`config.mk`:
```
export PLATFORM = sky130hd
export DESIGN_NAME = adder32
export DESIGN_NICKNAME = d
export VERILOG_FILES = /design/src/rtl/adder32.sv
export SDC_FILE = /design/constraint.sdc
export NUM_CORES = 1
export LEC_CHECK = 0
export BUFFER_PORTS_ARGS = -buffer_cell sky130_fd_sc_hd__buf_2
export CORE_UTILIZATION = 35
export DETAILED_ROUTE_END_ITERATION = 12
export PLACE_DENSITY = 0.61
export SLEW_MARGIN = 30
export SYNTH_ARGS = -nofsm -noshare
export SYNTH_HDL_FRONTEND = slang
export SYNTH_SLANG_ARGS = --single-unit
export TNS_END_PERCENT = 10
```
`constraint.sdc`:
```
create_clock -name CLK -period 8.6 [get_ports CLK]
set_input_delay 0.43 -clock CLK [delete_from_list [all_inputs] [get_ports CLK]]
set_output_delay 0.43 -clock CLK [all_outputs]
set_load 0.02 [all_outputs]
```
`src/rtl/adder32.sv`:
```
// Two-level carry-lookahead adder: combinational sum/carry/overflow plus a
// registered copy of the same results with synchronous clear and load enable.
module adder32 #(
  parameter int WIDTH = 32
) (
  input  logic             CLK,
  input  logic             RST,
  input  logic [WIDTH-1:0] A,
  input  logic [WIDTH-1:0] B,
  input  logic             Cin,
  input  logic             En,
  output logic [WIDTH-1:0] OUT,
  output logic             Cout,
  output logic             Ovf,
  output logic [WIDTH-1:0] OUT_R,
  output logic             Cout_R,
  output logic             Ovf_R
);

  // WIDTH must be a multiple of 4; each group covers one nibble.
  localparam int NG = WIDTH / 4;

  logic [WIDTH-1:0] bit_g;
  logic [WIDTH-1:0] bit_p;
  logic [WIDTH-1:0] bit_c;
  logic [NG-1:0]    grp_g;
  logic [NG-1:0]    grp_p;
  logic [NG:0]      grp_c;

  assign bit_g = A & B;
  assign bit_p = A ^ B;

  // First level: carries inside each nibble come straight from the group carry-in.
  for (genvar gi = 0; gi < NG; gi++) begin : g_group
    localparam int B0 = 4 * gi;
    logic [3:0] g;
    logic [3:0] p;
    logic       ci;

    assign g  = bit_g[B0 +: 4];
    assign p  = bit_p[B0 +: 4];
    assign ci = grp_c[gi];

    assign bit_c[B0]     = ci;
    assign bit_c[B0 + 1] = g[0] | (p[0] & ci);
    assign bit_c[B0 + 2] = g[1] | (p[1] & g[0]) | (p[1] & p[0] & ci);
    assign bit_c[B0 + 3] = g[2] | (p[2] & g[1]) | (p[2] & p[1] & g[0])
                         | (p[2] & p[1] & p[0] & ci);

    assign grp_g[gi] = g[3] | (p[3] & g[2]) | (p[3] & p[2] & g[1])
                     | (p[3] & p[2] & p[1] & g[0]);
    assign grp_p[gi] = &p;
  end

  // Second level: each group carry-in is a flat sum-of-products over the lower
  // groups' (G, P) pairs and Cin, so no carry passes through an earlier group.
  always_comb begin
    logic acc;
    logic prop;
    grp_c    = '0;
    acc      = 1'b0;
    prop     = 1'b0;
    grp_c[0] = Cin;
    for (int j = 1; j <= NG; j++) begin
      acc = 1'b0;
      for (int k = 0; k < j; k++) begin
        prop = 1'b1;
        for (int m = k + 1; m < j; m++) begin
          prop = prop & grp_p[m];
        end
        acc = acc | (grp_g[k] & prop);
      end
      prop = Cin;
      for (int m = 0; m < j; m++) begin
        prop = prop & grp_p[m];
      end
      grp_c[j] = acc | prop;
    end
  end

  assign OUT  = bit_p ^ bit_c;
  assign Cout = grp_c[NG];
  assign Ovf  = bit_c[WIDTH-1] ^ grp_c[NG];

  logic [WIDTH-1:0] out_d,  out_q;
  logic             cout_d, cout_q;
  logic             ovf_d,  ovf_q;

  always_comb begin
    out_d  = out_q;
    cout_d = cout_q;
    ovf_d  = ovf_q;
    if (RST) begin
      out_d  = '0;
      cout_d = 1'b0;
      ovf_d  = 1'b0;
    end else if (En) begin
      out_d  = OUT;
      cout_d = Cout;
      ovf_d  = Ovf;
    end
  end

  always_ff @(posedge CLK) begin
    out_q  <= out_d;
    cout_q <= cout_d;
    ovf_q  <= ovf_d;
  end

  assign OUT_R  = out_q;
  assign Cout_R = cout_q;
  assign Ovf_R  = ovf_q;

endmodule

```
After elaboration in Yosys (flattened, before gate mapping)
Index checks and enable logic that the tools add are counted.
{"block": "word_totals", "wordCells": 292, "register_bits": 34, "output_inout_bits": 68}
{"block": "op_classes", "n_reduce_logical": 8, "bitwise": 281}
{"operator": "bitwise AND 1 bit", "count": 169}
{"operator": "bitwise OR 1 bit", "count": 108}
{"operator": "XOR 32 bit", "count": 2}
{"operator": "bitwise AND 32 bit", "count": 1}
{"operator": "AND reduction 4 bit", "count": 8}
{"operator": "XOR 1 bit", "count": 1}

Depth between registers and ports, before layout
{"block": "logic_depth", "ltp_word": 18, "depth_mapped": 13}

Least setup slack after synthesis
OpenSTA, ideal clock, no wires.
{"block": "synth_timing", "path_kind": "in2out", "startpoint": "input port A[13]", "endpoint": "output port OUT[29]", "cell_stages": 11, "t_required_ps": 8170, "n_path_buf": 0, "arrival_time_ps": 3194, "setup_slack_ps": 4976, "cell_sequence": "ha_1 a21o_1 a21o_1 a21o_1 a22o_1 o21a_1 a41o_1 or2_1 a21o_1 fa_1 xor2_1"}
{"block": "synth_via", "elab_chain_len": 17, "word_cells_on_any_way": 37, "classes_between": "36 x bitwise; 1 x reduce/logical"}
{"element": "from (decl)", "line": "8", "source": "input logic [WIDTH-1:0] A,"}
{"element": "XOR 32 bit", "line": "31", "source": "assign bit_p = A ^ B;"}
{"element": "AND reduction 4 bit", "line": "52", "source": "assign grp_p[gi] = &p;"}
{"element": "bitwise AND 1 bit (4 in a row)", "line": "69", "source": "prop = prop & grp_p[m];"}
{"element": "bitwise AND 1 bit", "line": "71", "source": "acc = acc | (grp_g[k] & prop);"}
{"element": "bitwise OR 1 bit (6 in a row)", "line": "71"}
{"element": "bitwise OR 1 bit (*)", "line": "77", "source": "grp_c[j] = acc | prop;"}
{"element": "bitwise AND 1 bit (*)", "line": "45", "source": "assign bit_c[B0 + 1] = g[0] | (p[0] & ci);"}
{"element": "bitwise OR 1 bit (*)", "line": "45"}
{"element": "XOR 32 bit (*)", "line": "81", "source": "assign OUT = bit_p ^ bit_c;"}
{"element": "to (decl)", "line": "12", "source": "output logic [WIDTH-1:0] OUT,"}
Every way passes the cells marked *; elsewhere a longest branch is shown, timed or not.

Worst setup path in the final report
{"block": "layout_timing", "startpoint": "input port A[0]", "endpoint": "output port OUT[29]"}
{"block": "layout_via", "elab_chain_len": 14, "word_cells_on_any_way": 23, "classes_between": "22 x bitwise; 1 x reduce/logical"}
{"element": "bitwise AND 32 bit", "line": "30", "source": "assign bit_g = A & B;"}
{"element": "bitwise AND 1 bit", "line": "51", "source": "| (p[3] & p[2] & p[1] & g[0]);"}
{"element": "bitwise OR 1 bit", "line": "51"}
{"element": "bitwise AND 1 bit", "line": "71"}
{"element": "bitwise OR 1 bit (6 in a row)", "line": "71"}
{"element": "bitwise OR 1 bit (*)", "line": "77"}
{"element": "bitwise AND 1 bit (*)", "line": "45"}
{"element": "bitwise OR 1 bit (*)", "line": "45"}
{"element": "XOR 32 bit (*)", "line": "81"}
Marked as above.

==> results.ini <==
[clock_tree]
clock_sinks=34
cts_buffers=5
cts_tree=built
cts_resized=0
clk_pin_slew_worst_paths_ps=70
clockBufferDepth=2
ctsHoldBuffers=0
root_buffer=clkbuf_8
cts-htree-levels=2
cts_setup_buffers=0
clock_latency_ps=280

[synth]
synthDistinctLibCells=43
yosysMostFrequentCell=nor2_1
synth_largest_area_cell=dfxtp_1
synthAdderAreaFrac_pct=21.5
ys_ff_latch=34
synth_edf_count=0
syn_inst=298
ys_seq_area_share_pct=26.1
synthMuxAreaShare_pct=7.54
synth.top_cell.area_share_pct=26.1
synth-simple-area-share_pct=17.8
synth_common_cells=57 x nor2_1, 34 x dfxtp_1, 32 x ha_1
synth_top_family_by_area=adder cells
synthesis.area_mm2=0.00260
synth.area.top_cells=dfxtp_1 26%, ha_1 15%, nor2_1 8.2%
synthXorXnorAreaFrac_pct=6.72
synth_fp_nets=406
yosysWarnings=0
syn_area_per_cell_um2=8.74
synthArstFlopShare_pct=0
synth_compound_area_share_pct=17.7
dominantRegCellSynth=dfxtp_1

[power_and_ir_drop]
power_leakage_uw=0.00185
powerDensity_mw_per_mm2=169
power_uw=587
peakVddDrop_mv=0.0970

[global_routing]
antenna_found_initial=0
grt_pass1_vias=2386
grtUsageTotal_pct=18.3
grt_max_degree=37
grt_pass1_wl_mm=11.1
grt-ovfl-total=0

[timing]
slew_viol_final=0
hold_viol_final=0
fin_skew_ps=0
fmax_mhz=253
period_needed_ps=3950
tightest_slew_ps=747
rsz0062_at_grt=no
relSlewSlack_pct=50.2
setup_viol=0
tns_ps=0
min_period_over_period_pct=46.0

[detailed_routing]
dr_total_vias=2610
dr.pass1.iters=6
drt_iter0_drc=57
drtAntennaViolNets=0
drt-total-wl_mm=7.12
via_per_inst=4.92
routedWlPerCell_um=13.4
drc_errors=0

[floorplanning]
design.core.area_mm2=0.00721
die_w_um=88.3
dieArea_mm2=0.00779
initial_core_util_pct=36.1
fp-row-count=31
design.portCount=136
die_h_um=88.3

[final_layout]
area_growth_pct=33.0
nets=539
antennaDiodeCount=0
fillers=764
drive_above_1_share_pct=35.4

[job]
maxCapViolCount=0

[status]
status=complete, no violations

[setup_path]
cp-end-kind=output port
required_ps=8170
startpoint_type=input pin
cp.arrival_ps=3520
crit_fanout=6
path_class=input pin to output port

[place]
numPortBuffers=135
gp_congestion=0.798
post-dp-hpwl_mm=5.57

[worst_hold_path]
hold_path.class=register to register

## flip-flops by register name, summed over array words and instances, names as in the netlist
register	flops
OUT_R	32
Cout_R	1
Ovf_R	1
## cell families (layout without fill, tap and decap cells)
logic type,Yosys count,after routing
AOI/OAI and AO/OA,63,63
and+or+nand+nor,104,104
muxes,19,19
adders and majority gates,40,40
xor gates and xnor gates,20,20
buffers and inverters,18,152
DFF,34,34
## routing by layer
layer | GRT usage, % | vias to the layer above | wire length (µm)
li1 | - | 1328 | -
met1 | 24.6 | 1181 | 3350
met4 | 4.55 | 0 | 60
met3 | 3.73 | 9 | 460
met2 | 30.0 | 92 | 3250
met5 | 0 | - | 0
## placed cells by master, fill, tap and decap left out, drive strengths merged, types with 4 or more instances in the layout
master,n
xor2,14
a211oi,8
o21ai,7
dfxtp,34
mux2i,17
buf,136
inv,8
fa,8
a21o,13
xnor2,6
or2,4
a21oi,13
nand3,5
ha,32
nor2,57
nand2,12
clkbuf,7
nor3,12
## area by class of cell
type	count	area, µm²	share of cell area, %
Clock buffer	7	86.3	2.49
Clock inverter	1	5.00	0.144
Timing Repair Buffer	136	683	19.7
Sequential cell	34	681	19.6
Inverter	8	30.0	0.866
Tap cell	99	124	3.57
Multi-Input combinational cell	246	1860	53.6
## critical path: stages
cell      delay (ps)
buf_2            100
ha_1             310
a211oi_2         310
nor4_1           100
nor2_1           350
a211oi_1         170
o21a_1           240
a41o_1           300
or2_1            250
a21o_1           190
fa_1             380
xor2_1           190
buf_2            190
## where the power goes
part / switching [µW] / internal, µW / total, µW
Clock: 60.4 / 64.7 / 125
Combinational: 171 / 108 / 279
Sequential: 8.09 / 175 / 183
## through the flow
stage	std cells	hold WS, ps	worst slack, ps	area [µm²]	util [%]
finish	531	479	4650	3470	48.0
global route	531	510	4410	3470	48.0
CTS	531	482	4640	3470	48.0
detailed placement	523	467	4660	3370	46.8
global placement	523	466	4690	3370	46.8
floorplan	298	549	4980	2610	-
## path summary, 6_finish.rpt
kind | from | endpoint | slack [ps] | cells after the start
worst max-delay path | A[0] | OUT[29] | 4650 | 13
worst min-delay path | OUT_R[30] | OUT_R[30] | 480 | 2
worst max register to register | OUT_R[27] | OUT_R[27] | 7820 | 2
worst min register to register | OUT_R[30] | OUT_R[30] | 480 | 2
No activity file was read; power rests on OpenSTA's default activity.
